`src/rtl/btn_press_classifier_pkg.sv`:
```
// Shared types and default timing for the button press classifier.
// Timing defaults assume a 50 MHz clock: 500 ms long press, 100 ms repeat.
package btn_press_classifier_pkg;

    typedef enum logic [1:0] {
        WAIT_LOW  = 2'd0,
        IDLE      = 2'd1,
        PRESS     = 2'd2,
        LONG_HOLD = 2'd3
    } state_t;

    localparam int DW_DEFAULT     = 26;
    localparam int LONG_N_DEFAULT = 25_000_000;
    localparam int REP_N_DEFAULT  = 5_000_000;

endpackage

```
`src/rtl/btn_press_classifier_if.sv`:
```
// Button level in, classified press events out.
// The master drives the debounced level; the slave (classifier) drives the events.
interface btn_press_classifier_if;

    logic       sw_limpia;
    logic       tap;
    logic       long_press;
    logic       repeat_pulse;
    logic       held;
    logic [7:0] rep_cnt;

    modport master (
        output sw_limpia,
        input  tap, long_press, repeat_pulse, held, rep_cnt
    );

    modport slave (
        input  sw_limpia,
        output tap, long_press, repeat_pulse, held, rep_cnt
    );

endinterface

```
`src/rtl/btn_press_classifier.sv`:
```
// Classifies debounced button presses into tap, long and auto-repeat events.
// All event outputs are registered; pulses appear the cycle after the deciding sample.
module btn_press_classifier #(
    parameter int DW     = btn_press_classifier_pkg::DW_DEFAULT,
    parameter int LONG_N = btn_press_classifier_pkg::LONG_N_DEFAULT,
    parameter int REP_N  = btn_press_classifier_pkg::REP_N_DEFAULT,
    parameter int REP_EN = 1
) (
    input  logic                          clk_50MHz_i,
    input  logic                          rst_async_la_i,
    btn_press_classifier_if.slave         bus
);

    import btn_press_classifier_pkg::*;

    localparam logic [DW-1:0] LONG_LAST = DW'(LONG_N - 1);
    localparam logic [DW-1:0] REP_LAST  = DW'(REP_N - 1);

    state_t        state_reg, state_next;
    logic [DW-1:0] cnt_reg, cnt_next;
    logic          tap_reg, tap_next;
    logic          long_reg, long_next;
    logic          rep_reg, rep_next;
    logic          held_reg, held_next;
    logic [7:0]    rep_cnt_reg, rep_cnt_next;

    always_ff @(posedge clk_50MHz_i or negedge rst_async_la_i) begin
        if (!rst_async_la_i) begin
            state_reg   <= WAIT_LOW;
            cnt_reg     <= '0;
            tap_reg     <= 1'b0;
            long_reg    <= 1'b0;
            rep_reg     <= 1'b0;
            held_reg    <= 1'b0;
            rep_cnt_reg <= '0;
        end else begin
            state_reg   <= state_next;
            cnt_reg     <= cnt_next;
            tap_reg     <= tap_next;
            long_reg    <= long_next;
            rep_reg     <= rep_next;
            held_reg    <= held_next;
            rep_cnt_reg <= rep_cnt_next;
        end
    end

    always_comb begin
        state_next   = state_reg;
        cnt_next     = cnt_reg;
        tap_next     = 1'b0;
        long_next    = 1'b0;
        rep_next     = 1'b0;
        held_next    = held_reg;
        rep_cnt_next = rep_cnt_reg;

        case (state_reg)
            // Button may still be down from before reset; wait for a clean release.
            WAIT_LOW: begin
                held_next = 1'b0;
                if (!bus.sw_limpia) begin
                    state_next = IDLE;
                end
            end
            IDLE: begin
                if (bus.sw_limpia) begin
                    state_next   = PRESS;
                    cnt_next     = DW'(1);
                    rep_cnt_next = '0;
                end
            end
            PRESS: begin
                if (!bus.sw_limpia) begin
                    tap_next   = 1'b1;
                    cnt_next   = '0;
                    state_next = IDLE;
                end else if (cnt_reg == LONG_LAST) begin
                    long_next  = 1'b1;
                    held_next  = 1'b1;
                    cnt_next   = '0;
                    state_next = LONG_HOLD;
                end else begin
                    cnt_next = cnt_reg + DW'(1);
                end
            end
            LONG_HOLD: begin
                // Release takes priority over a repeat due on the same sample.
                if (!bus.sw_limpia) begin
                    held_next  = 1'b0;
                    cnt_next   = '0;
                    state_next = IDLE;
                end else if (REP_EN != 0) begin
                    if (cnt_reg == REP_LAST) begin
                        rep_next = 1'b1;
                        cnt_next = '0;
                        if (rep_cnt_reg != 8'hFF) begin
                            rep_cnt_next = rep_cnt_reg + 8'd1;
                        end
                    end else begin
                        cnt_next = cnt_reg + DW'(1);
                    end
                end else begin
                    cnt_next = '0;
                end
            end
            default: begin
                state_next = WAIT_LOW;
                cnt_next   = '0;
                held_next  = 1'b0;
            end
        endcase
    end

    assign bus.tap          = tap_reg;
    assign bus.long_press   = long_reg;
    assign bus.repeat_pulse = rep_reg;
    assign bus.held         = held_reg;
    assign bus.rep_cnt      = rep_cnt_reg;

endmodule

```
`src/flat_wrapper.sv`:
```
// flat-port wrapper written by rule: the top's interface ports become plain ports
module btn_press_classifier_flat import btn_press_classifier_pkg::*;
#(
    parameter int DW     = btn_press_classifier_pkg::DW_DEFAULT,
    parameter int LONG_N = btn_press_classifier_pkg::LONG_N_DEFAULT,
    parameter int REP_N  = btn_press_classifier_pkg::REP_N_DEFAULT,
    parameter int REP_EN = 1
)
  (clk_50MHz_i, rst_async_la_i, bus_sw_limpia, bus_tap, bus_long_press, bus_repeat_pulse, bus_held, bus_rep_cnt);
  btn_press_classifier_if bus_i ();
  input  logic clk_50MHz_i;
  input  logic rst_async_la_i;
  input wire logic [$bits(bus_i.sw_limpia)-1:0] bus_sw_limpia;
  output wire logic [$bits(bus_i.tap)-1:0] bus_tap;
  output wire logic [$bits(bus_i.long_press)-1:0] bus_long_press;
  output wire logic [$bits(bus_i.repeat_pulse)-1:0] bus_repeat_pulse;
  output wire logic [$bits(bus_i.held)-1:0] bus_held;
  output wire logic [$bits(bus_i.rep_cnt)-1:0] bus_rep_cnt;
  assign bus_i.sw_limpia = bus_sw_limpia;
  assign bus_tap = bus_i.tap;
  assign bus_long_press = bus_i.long_press;
  assign bus_repeat_pulse = bus_i.repeat_pulse;
  assign bus_held = bus_i.held;
  assign bus_rep_cnt = bus_i.rep_cnt;
  btn_press_classifier #(.DW(DW), .LONG_N(LONG_N), .REP_N(REP_N), .REP_EN(REP_EN)) u_core (.clk_50MHz_i(clk_50MHz_i), .rst_async_la_i(rst_async_la_i), .bus(bus_i));
endmodule
```
`config.mk`:
```
export PLATFORM = sky130hd
export DESIGN_NAME = btn_press_classifier_flat
export DESIGN_NICKNAME = d
export VERILOG_FILES = /design/src/rtl/btn_press_classifier_pkg.sv /design/src/rtl/btn_press_classifier_if.sv /design/src/rtl/btn_press_classifier.sv /design/src/flat_wrapper.sv
export SDC_FILE = /design/constraint.sdc
export NUM_CORES = 1
export LEC_CHECK = 0
export CORE_MARGIN = 2
export CORE_UTILIZATION = 55
export CTS_BUF_LIST = sky130_fd_sc_hd__clkbuf_2 sky130_fd_sc_hd__clkbuf_4 sky130_fd_sc_hd__clkbuf_8
export DETAILED_ROUTE_END_ITERATION = 6
export GPL_TIMING_DRIVEN = 1
export PLACE_DENSITY = 0.75
export SYNTH_ARGS = -nofsm -noshare
export SYNTH_HDL_FRONTEND = slang
export SYNTH_SLANG_ARGS = --single-unit
```
`constraint.sdc`:
```
create_clock -name clk_50MHz_i -period 3.6 [get_ports clk_50MHz_i]
set_clock_uncertainty 0.1 [all_clocks]
set_input_delay 0.72 -clock clk_50MHz_i [delete_from_list [all_inputs] [get_ports clk_50MHz_i]]
set_output_delay 0.72 -clock clk_50MHz_i [all_outputs]
set_load 0.05 [all_outputs]
```
### After elaboration in Yosys (flattened, before gate mapping)

Index checks and enable logic that the tools add are counted.
Widths: inputs -> output; s select.

* bits in registers: 40
* input bits: 3

* $add $sub $neg: 2
* equality and inequality tests: 15
* mux-type cells: 28
* reductions and logical operators: 9

Operator list (count)
* $mux 26: 5
* $pmux 26 s3: 1
* $mux 8: 4
* $add 26x1->26 const B: 1
* $eq 26x23->1 const B: 1
* $eq 26x25->1 const B: 1
* $pmux 8 s2: 1
* $mux 1: 11
* $ne 2x2->1 const B: 5
* $add 8x1->8 const B: 1
* $mux 2: 4
* $ne 8x8->1 const B: 1
* $ne 2x1->1 const B: 3
* $pmux 2 s3: 1
* $reduce_bool 3->1: 2
* $reduce_and 5->1: 1
* $eq 2x2->1 const B: 2
* $reduce_and 4->1: 1
* $ne 3x2->1 const B: 1
* $pmux 1 s3: 1
* $reduce_and 3->1: 1
* $eq 2x1->1 const B: 1
* $logic_not 2->1: 1
* $reduce_and 2->1: 1
* other kinds (2): 2

### Longest topological paths before layout

Gate-level depths: netlist of the first run.

* depth in word-level cells: 5
* depth in mapped cells: 8

### Least setup slack after synthesis of the first run

OpenSTA, ideal clock, no wires.

* path kind: register to register
* start point: register u_core.cnt_reg[7]
* end point: register u_core.rep_cnt_reg[5], in the netlist u_core.bus.rep_cnt[5]
* arrival time: 2.625 ns
* data required time: 3.422 ns
* path slack: 0.797 ns
* cell stages (with the launch flop): 7
* clock period less this slack: 2.803 ns
* path through: dfrtp_1 -> or4_1 -> or4_1 -> buf_2 -> or4b_4 -> or4_1 -> a21oi_1

* longest elaborated chain between the ends: 3

Ends and longest elaborated chain
* start, declared: line btn_press_classifier.sv:20 `logic [DW-1:0] cnt_reg, cnt_next;`
* start signal, assigned: line btn_press_classifier.sv:38 `cnt_reg <= cnt_next;`
* $eq 26x23->1: line btn_press_classifier.sv:92 `if (cnt_reg == REP_LAST) begin`
* $ne 2x1->1 (no line)
* $reduce_and 5->1 (no line)
* end signal, assigned: line btn_press_classifier.sv:43 `rep_cnt_reg <= rep_cnt_next;`
* end, declared: line btn_press_classifier.sv:25 `logic [7:0] rep_cnt_reg, rep_cnt_next;`

No other way between the ends.
A chain may end at the register's enable or synchronous reset.

### Worst setup path after layout of the first run

* start point: register u_core.cnt_reg[6]
* end point: register u_core.rep_cnt_reg[5], in the netlist u_core.bus.rep_cnt[5]

Same word-level chain as after synthesis.

==> reports/results.txt, run 1 <==
Average cell area after synthesis: 9.13 um2
HPWL after DPL: 3180 um
Largest net degree at the start of global routing: 41
DRT met1 WL: 2210 um
Post-CTS Hold Fix Bufs: 0
Vias per inst: 6.00
Clk_lat worst skew: 0.30 ns
DR vias: 1841
Critical Path AT: 3.18 ns
Root Driver: clkbuf_8
Met3 wire len: 166 um
Post-route setup TNS: 0 ns
Synthesis-to-finish area growth: 13.4%
F_max: 328 MHz
Maximum VDD drop: 289 uV
Post-cts gate resize count: 0
Drc violations: 0
#FFs+latches synth: 40
Final worst-path setup slack: 0.550 ns
Sequential-to-total area share from yosys stat: 45.3%
CTS tree: yes
Leak pwr: 0.999 nW
ANT cells: 0
Core area: 3940 um2
Worst slew margin: 42.7%
Initial core utilization: 56.0%
Final Non-Filler Cells: 307
Top delay family on crit path: simple AND/OR/NAND/NOR gates
Met2 Wirelength: 2220 um
Die area: 4540 um2
CP Capture Type: flop
Place WS: 0.530 ns
Nets: 265
Critical path required time: 3.73 ns
PwrDens: 538 nW/um2
Placed insts: 299
Final setup fails: 0
MaxCap Viol Count: 0
Critical Path Fanout Max: 13
Vias in the first global route: 1661
Count of input and output buffers: 14
DR pass1 iterations: 4
Minimum clock period: 3.05 ns
Antenna-violating nets left: 0
Synthesis Warnings: 0
Gate Count Post-Synth: 242
Most used cell, CP: or4_1
Fin. Hold Viols: 0
Kind of critical path: reg2reg
Max reg flops: 26
GP Congestion: 0.809
GRT Resource Usage Total: 23.1%
First-pass GRT wire length: 7920 um
H-tree levels: 2
Die H: 67.4 um
WL final: 4660 um
Crit-path slowest cell: or4b_4
WP buf/inv: 0
Ys async rst share: 100%
Syn_nets: 251
Worst Hold Class: in2async
Slew Viols, Final: 0
Initial DRC Count: 143
Synth unique cells: 46
Max layer used: met4
Main synth FF type: dfrtp_1
Rows: 23
Worst-path clk slew: 0.08 ns
Fillers: 336
CP peak stage delay: 0.64 ns
Die W: 67.4 um
Grt ovf: 0
Layout cells sized above 1: 5.45%
Worst path cell trace: or4_1 -> or4_1 -> or4b_4 -> or4_1 -> a21oi_1
Final Cycle Share: 84.7%
Clock tree buffer depth: 2
CTS sink count: 40
Status: finished, final reports clean
Num CTS Buffers: 5
Least-Margin Pin Slew: 0.859 ns
Post-Syn Area: 2210 um2
I/O pin count: 15
Wire length per cell: 15.2 um
EDFF count, synth: 0
Postcts setup bufs: 0
Critical Path Source Type: flop
Unrepaired setup endpoints after global routing: false
Initial antenna violation count: 0
## report_power, final
group / internal, mW / switching, mW
Combinational: 0.141 / 0.283
Clock: 0.227 / 0.159
Sequential: 0.489 / 0.0487
Total: 0.857 / 0.490
## cells in the final DEF (no fill, tap or decap), types with 2 or more instances in the layout
cell              n
o211ai_1          2
nand3_1          12
clkbuf_8          6
a211oi_1          3
dfrtp_1          40
and3_1            3
o21ai_0          19
nor3_1            6
nor3b_1           3
xnor2_1           3
inv_1             9
a21oi_1          14
and2_1            4
ha_1              6
nor2_1           22
o32ai_1           2
clkdlybuf4s50_1  13
nand3b_1          4
nor2b_1           3
nor4_1            2
xor2_1            8
o31ai_1           3
and4_1            3
nand2_1          17
nand4_1          12
or3_1            12
or4_1             3
## worst reg2reg max path, cell delays in order, from the launching register on
cell	delay [ns]
dfrtp_1	0.43
or4_1	0.53
or4_1	0.63
or4b_4	0.64
or4_1	0.50
a21oi_1	0.15
## path summary, 6_finish.rpt
| check | start | endpoint | slack [ns] | depth (start not counted) |
|---|---|---|---|---|
| setup / recovery | u_core.cnt_reg[6] | u_core.bus.rep_cnt[5] | 0.55 | 5 |
| hold / removal | rst_async_la_i | u_core.bus.rep_cnt[7] | 0.43 | 1 |
| setup reg to reg | u_core.cnt_reg[6] | u_core.bus.rep_cnt[5] | 0.55 | 5 |
| hold reg to reg | u_core.bus.held | u_core.bus.held | 0.44 | 2 |
| max in group asynchronous | rst_async_la_i | u_core.cnt_reg[17] | 2.44 | 1 |
| min in group clk_50MHz_i | u_core.bus.held | u_core.bus.held | 0.44 | 2 |
## routing by layer
| layer | vias up | track usage, % |
|---|---|---|
| met5 | - | 0 |
| met4 | 0 | 6.89 |
| met3 | 6 | 4.50 |
| met2 | 33 | 38.0 |
| met1 | 882 | 31.0 |
| li1 | 920 | - |
## metrics by stage
stage / utilization (%) / instance area [um2] / power, mW / hold WS, ns
finish: 63.5 / 2500 / 1.35 / 0.431
global route: 63.5 / 2500 / 1.43 / 0.484
CTS: 63.5 / 2500 / 1.36 / 0.447
detailed placement: 60.5 / 2380 / 0.967 / 0.430
global placement: 60.5 / 2380 / 0.964 / 0.421
floorplan: - / 2210 / 0.854 / 0.324
## synth_stat cells (all sizes together) (3+ instances only)
master / count / area [um2]
a21oi: 14 / 70.1
clkbuf: 7 / 26.3
or3: 12 / 75.1
and2: 4 / 25.0
xor2: 8 / 70.1
xnor2: 3 / 26.3
o31ai: 3 / 22.5
nor2b: 3 / 18.8
nand3: 12 / 60.1
nand4: 12 / 75.1
nor3b: 3 / 22.5
dfrtp: 40 / 1000
nor3: 6 / 30.0
ha: 6 / 75.1
and4: 3 / 26.3
and3: 3 / 18.8
nand2: 17 / 63.8
o21ai: 19 / 95.1
nand3b: 4 / 30.0
a211oi: 3 / 22.5
or4: 3 / 22.5
nor2: 22 / 82.6
inv: 9 / 33.8
## kinds of logic (layout without fill, tap and decap cells)
| family | Yosys count | count (layout) | synth area share (%) |
|---|---|---|---|
| adder cells (fa/ha/maj) | 6 | 6 | 3.40 |
| XOR/XNOR | 11 | 11 | 4.36 |
| buffers and inverters | 17 | 32 | 2.94 |
| flip-flops | 40 | 40 | 45.3 |
| AO/OA/AOI/OAI | 55 | 55 | 15.6 |
| AND/OR/NAND/NOR | 113 | 113 | 28.4 |
## final cells by class
type | instances | area, um2 | share of cell area [%]
inverter | 9 | 33.8 | 1.35
timing repair buffer | 15 | 143 | 5.69
clock buffer | 6 | 82.6 | 3.30
clock inverter | 2 | 38.8 | 1.55
multi-input combinational | 185 | 1140 | 45.7
sequential | 40 | 1000 | 40.0
tap | 50 | 62.6 | 2.50
No activity file was read; power rests on OpenSTA's default activity.
==> run 2, diff against run 1 <==
==> constraint.sdc (replaced) <==
create_clock -name clk_50MHz_i -period 2.9 [get_ports clk_50MHz_i]
set_clock_uncertainty 0.1 [all_clocks]
set_input_delay 0.58 -clock clk_50MHz_i [delete_from_list [all_inputs] [get_ports clk_50MHz_i]]
set_output_delay 0.58 -clock clk_50MHz_i [all_outputs]
set_load 0.05 [all_outputs]
==> run 2 against run 1 <==
- sequential power increased by 25%
- fmax up 7.8%
- critical path depth did not move
- clock power grew 21%
- final cell count is 4.2% higher
- routed wire length rose by 7.6%
- total power rose by 28%
- clock-buffer cell count down 1
- final area is 4.0% higher
- core utilization increased by 2.5 points
- setup slack worse by 0.48 ns
- largest power group unchanged
==> reports/results.txt, run 2 (synthesized netlist as in run 1, its figures left out) <==
Maximum VDD drop: 355 uV (was 289 uV)
HPWL after DPL: 3480 um (was 3180 um)
F_max: 353 MHz (was 328 MHz)
Drc violations: 0 (unchanged)
Post-CTS Hold Fix Bufs: 0 (unchanged)
Post-cts gate resize count: 0 (unchanged)
Wire length per cell: 15.7 um (was 15.2 um)
Vias per inst: 6.08 (was 6.00)
Final setup fails: 0 (unchanged)
Clock tree buffer depth: 2 (unchanged)
Top delay family on crit path: simple AND/OR/NAND/NOR gates (unchanged)
MaxCap Viol Count: 0 (unchanged)
Largest net degree at the start of global routing: 41 (unchanged)
Die H: 67.4 um (unchanged)
Initial core utilization: 56.0% (unchanged)
Critical Path AT: 2.96 ns (was 3.18 ns)
Worst slew margin: 41.1% (was 42.7%)
Num CTS Buffers: 5 (unchanged)
Final core utilization: 66.1% (was 63.5%)
DR pass1 iterations: 4 (unchanged)
Initial DRC Count: 140 (was 143)
ANT cells: 0 (unchanged)
WL final: 5010 um (was 4660 um)
Slew Viols, Final: 0 (unchanged)
Worst path cell trace: or4_1 -> or4_1 -> or4b_4 -> or4_1 -> a21oi_1 (unchanged)
Die area: 4540 um2 (unchanged)
Max reg flops: 26 (unchanged)
Most frequent cells in the layout: dfrtp_1 (40), nor2_1 (22), o21ai_0 (19) (unchanged)
Synthesis-to-finish area growth: 17.9% (was 13.4%)
Core area: 3940 um2 (unchanged)
Final Cycle Share: 97.6% (was 84.7%)
Antenna-violating nets left: 0 (unchanged)
Post-route setup TNS: 0 ns (unchanged)
H-tree levels: 2 (unchanged)
Worst Hold Class: in2async (unchanged)
Critical Path Fanout Max: 7 (was 13)
Vias in the first global route: 1727 (was 1661)
Critical path required time: 3.03 ns (was 3.73 ns)
Layout cells sized above 1: 10.0% (was 5.45%)
Critical Path Source Type: flop (unchanged)
Unrepaired setup endpoints after global routing: false (unchanged)
GRT Resource Usage Total: 24.6% (was 23.1%)
Fin. Hold Viols: 0 (unchanged)
Postcts setup bufs: 0 (unchanged)
Nets: 278 (was 265)
CTS sink count: 40 (unchanged)
CTS tree: yes (unchanged)
WP buf/inv: 0 (unchanged)
Clk_lat worst skew: 0.30 ns (about the same)
First-pass GRT wire length: 8290 um (was 7920 um)
Kind of critical path: reg2reg (unchanged)
I/O pin count: 15 (unchanged)
DR vias: 1946 (was 1841)
GP Congestion: 0.881 (was 0.809)
CP Capture Type: flop (unchanged)
Most used cell, CP: or4_1 (unchanged)
Least-Margin Pin Slew: 0.884 ns (was 0.859 ns)
Count of input and output buffers: 14 (unchanged)
Commonest non-fill, non-tap cell in the layout: dfrtp_1 (unchanged)
Worst-path clk slew: 0.09 ns (was 0.08 ns)
PwrDens: 663 nW/um2 (was 538 nW/um2)
CP peak stage delay: 0.57 ns (was 0.64 ns)
Root Driver: clkbuf_8 (unchanged)
Minimum clock period: 2.83 ns (was 3.05 ns)
Rows: 23 (unchanged)
Crit-path slowest cell: or4b_4 (unchanged)
Initial antenna violation count: 0 (unchanged)
Leak pwr: 1.06 nW (was 0.999 nW)
Die W: 67.4 um (unchanged)
Status: finished, final reports clean (unchanged)
Grt ovf: 0 (unchanged)
==> run 2: cell count changes in the layout (fill, tap and decap cells not counted), sizes merged <==
cell / before / now
buf: 2 / 15
clkbuf: 6 / 5
clkinvlp: 0 / 1
==> run 2: layer usage <==
| metal | wire length [um] | GRT usage (%) |
|---|---|---|
| met1 | 2320 | 33.5 |
| met2 | 2400 | 38.7 |
| met3 | 209 | 5.50 |
| met4 | 85 | 8.67 |
| met5 | 0 | 0 |
==> run 2: through the flow <==
step,power (mW),cell area [um2],worst slack [ns],cells,hold slack (ns)
2_1_floorplan,1.06,2210,0.0970,242,0.184
3_3_place_gp,1.26,2490,0.115,312,0.424
3_5_place_dp,1.27,2490,0.0742,312,0.442
4_1_cts,1.73,2610,0.0783,320,0.322
5_1_grt,1.82,2610,0.0147,320,0.372
6_report,1.73,2610,0.0708,320,0.285
==> run 2: final cells by class <==
| class | count | area (um2) |
|---|---|---|
| sequential | 40 | 1000 |
| clock inverter | 3 | 42.5 |
| fill | 328 | 1340 |
| multi-input combinational | 185 | 1140 |
| tap | 50 | 62.6 |
| clock buffer | 5 | 68.8 |
| inverter | 9 | 33.8 |
| timing repair buffer | 28 | 253 |
==> run 2: worst paths after layout <==
path,startpoint,to,slack [ns],depth (start not counted)
min in group clk_50MHz_i,u_core.bus.held,u_core.bus.held,0.45,2
max in group asynchronous,rst_async_la_i,u_core.cnt_reg[7],1.84,1
worst min register to register,u_core.bus.held,u_core.bus.held,0.45,2
worst min-delay path,rst_async_la_i,u_core.state_reg[1],0.29,1
worst max register to register,u_core.cnt_reg[23],u_core.bus.rep_cnt[5],0.07,5
worst max-delay path,u_core.cnt_reg[23],u_core.bus.rep_cnt[5],0.07,5
==> run 2: worst register-to-register path, cell delays in order (launching register included) <==
cell and delay (ns):
dfrtp_1 0.42, or4_1 0.49, or4_1 0.54, or4b_4 0.57
or4_1 0.48, a21oi_1 0.16
==> run 2: power breakdown <==
group | switching [mW] | internal, mW
Sequential | 0.0637 | 0.607
Combinational | 0.370 | 0.219
Clock | 0.212 | 0.255
Total | 0.646 | 1.08
==> run 3, diff against run 2 <==
--- a/config.mk
+++ b/config.mk
@@ -6,11 +6,11 @@
 export NUM_CORES = 1
 export LEC_CHECK = 0
 export CORE_MARGIN = 2
-export CORE_UTILIZATION = 55
+export CORE_UTILIZATION = 50
 export CTS_BUF_LIST = sky130_fd_sc_hd__clkbuf_2 sky130_fd_sc_hd__clkbuf_4 sky130_fd_sc_hd__clkbuf_8
 export DETAILED_ROUTE_END_ITERATION = 6
 export GPL_TIMING_DRIVEN = 1
-export PLACE_DENSITY = 0.75
+export PLACE_DENSITY = 0.69
 export SYNTH_ARGS = -nofsm -noshare
 export SYNTH_HDL_FRONTEND = slang
 export SYNTH_SLANG_ARGS = --single-unit
==> run 3 against run 2 <==
- hold slack better by 0.012 ns
- fmax up 1.6%
- critical path depth unchanged
- critical path type unchanged
- largest power group unchanged
==> reports/results.txt, run 3 (synthesized netlist as in run 1, its figures left out) <==
Status: finished, final reports clean (unchanged)
Final setup fails: 0 (unchanged)
Clock tree buffer depth: 2 (unchanged)
CP Capture Type: flop (unchanged)
Rows: 24 (was 23)
Num CTS Buffers: 5 (unchanged)
Final Cycle Share: 96.0% (was 97.6%)
Vias in the first global route: 1802 (was 1727)
Least-Margin Pin Slew: 0.881 ns (was 0.884 ns)
Largest net degree at the start of global routing: 41 (unchanged)
Wire length per cell: 15.2 um (was 15.7 um)
Initial DRC Count: 82 (was 140)
Post-CTS Hold Fix Bufs: 0 (unchanged)
Commonest non-fill, non-tap cell in the layout: dfrtp_1 (unchanged)
Slew Viols, Final: 0 (unchanged)
Antenna-violating nets left: 0 (unchanged)
H-tree levels: 2 (unchanged)
Most used cell, CP: or4_1 (unchanged)
Hold_ws: 0.297 ns (was 0.285 ns)
Initial core utilization: 51.5% (was 56.0%)
Reg2Reg Depth: 5 (unchanged)
Root Driver: clkbuf_8 (unchanged)
Final Non-Filler Cells: 320 (unchanged)
Nets: 277 (was 278)
MaxCap Viol Count: 0 (unchanged)
Final instance area: 2620 um2 (was 2610 um2)
Area of the multi-input gates: 1150 um2 (was 1140 um2)
Critical path required time: 3.02 ns (was 3.03 ns)
GP Congestion: 0.815 (was 0.881)
First-pass GRT wire length: 8610 um (was 8290 um)
Initial antenna violation count: 0 (unchanged)
Clk_lat worst skew: 0.30 ns (about the same)
Top delay family on crit path: simple AND/OR/NAND/NOR gates (unchanged)
Minimum clock period: 2.78 ns (was 2.83 ns)
Worst slew margin: 41.2% (was 41.1%)
Post-route setup TNS: 0 ns (unchanged)
Most frequent cells in the layout: dfrtp_1 (40), nor2_1 (22), o21ai_0 (19) (unchanged)
Count of input and output buffers: 14 (unchanged)
GRT Resource Usage Total: 21.6% (was 24.6%)
F_max: 359 MHz (was 353 MHz)
CTS sink count: 40 (unchanged)
ANT cells: 0 (unchanged)
CTS tree: yes (unchanged)
Worst Hold Class: in2async (unchanged)
Leak pwr: 1.07 nW (was 1.06 nW)
Placed insts: 313 (was 312)
Synthesis-to-finish area growth: 18.6% (was 17.9%)
Die W: 70.5 um (was 67.4 um)
PwrDens: 684 nW/um2 (was 663 nW/um2)
WP buf/inv: 0 (unchanged)
Kind of critical path: reg2reg (unchanged)
Drc violations: 0 (unchanged)
Critical Path Source Type: flop (unchanged)
Post-DP Area: 2490 um2 (about the same)
WL final: 4870 um (was 5010 um)
Die H: 70.5 um (was 67.4 um)
Grt ovf: 0 (unchanged)
Core area: 4290 um2 (was 3940 um2)
Layout cells sized above 1: 9.70% (was 10.0%)
Vias per inst: 5.99 (was 6.08)
Crit-path slowest cell: or4b_4 (unchanged)
Maximum VDD drop: 296 uV (was 355 uV)
Critical path depth: 5 (unchanged)
Critical Path AT: 2.91 ns (was 2.96 ns)
Fin. Hold Viols: 0 (unchanged)
Fillers: 375 (was 328)
DR vias: 1916 (was 1946)
DR pass1 iterations: 4 (unchanged)
Unrepaired setup endpoints after global routing: false (unchanged)
I/O pin count: 15 (unchanged)
Die area: 4970 um2 (was 4540 um2)
Reg2reg setup slack: 0.12 ns (was 0.07 ns)
Sequential standard cell area: 1000 um2 (unchanged)
Worst-path clk slew: 0.08 ns (was 0.09 ns)
HPWL after DPL: 3380 um (was 3480 um)
Final core utilization: 61.0% (was 66.1%)
Critical Path Fanout Max: 6 (was 7)
CP peak stage delay: 0.56 ns (was 0.57 ns)
Worst path cell trace: or4_1 -> or4_4 -> or4b_4 -> or4_1 -> a21oi_1 (was or4_1 -> or4_1 -> or4b_4 -> or4_1 -> a21oi_1)
Max reg flops: 26 (unchanged)
[run 3: cell count changes in the layout (fill, tap and decap cells not counted)]
cell        delta
clkinv_2       -1
bufinv_16      +1
or4_1          -1
clkinvlp_4     -1
or4_4          +1
buf_4          -1
[run 3: final cells by class]
| type | count | share of cell area, % |
|---|---|---|
| Clock buffer | 5 | 2.63 |
| Clock inverter | 2 | 2.29 |
| Inverter | 9 | 1.29 |
| Multi-Input combinational cell | 185 | 43.8 |
| Sequential cell | 40 | 38.2 |
| Tap cell | 52 | 2.48 |
| Timing Repair Buffer | 27 | 9.36 |
[run 3: final timing paths]
kind                                    from                    end
min in group clk_50MHz_i     u_core.bus.held        u_core.bus.held
max in group asynchronous     rst_async_la_i     u_core.cnt_reg[20]
min reg2reg                  u_core.bus.held        u_core.bus.held
min                           rst_async_la_i    u_core.state_reg[0]
max reg2reg                u_core.cnt_reg[7]  u_core.bus.rep_cnt[5]
max                        u_core.cnt_reg[7]  u_core.bus.rep_cnt[5]
[run 3: through the flow]
| step | total power [mW] | worst slack, ns |
|---|---|---|
| after floorplan | 1.06 | 0.0970 |
| after global placement | 1.26 | 0.138 |
| after detailed placement | 1.27 | 0.0907 |
| after CTS | 1.80 | 0.0810 |
| after global routing | 1.88 | 0.0229 |
| final | 1.79 | 0.116 |
[run 3: metal layers]
layer  up-vias  wire, um  part of all wire, %  global-route usage [%]
li1        942         -                    -                       -
met1       934      2340                   48                    30.2
met2        32      2320                   48                    34.3
met3         8       132                  2.7                    3.90
met4         0        74                  1.5                    6.41
met5         -         0                    0                       0
[run 3: report_power, final]
group	internal [mW]	switching [mW]
Combinational	0.221	0.366
Sequential	0.607	0.0644
Clock	0.339	0.196
[run 3: worst reg2reg max path: stages (launching register included)]
cell and delay [ns]:
dfrtp_1 0.38, or4_1 0.52, or4_4 0.53, or4b_4 0.56
or4_1 0.47, a21oi_1 0.15
[run 3: repair_timing]
item / CTS / global route
resized for setup: 0 / 1
setup endpoints to repair: 0 / 1
setup buffers: 0 / 0
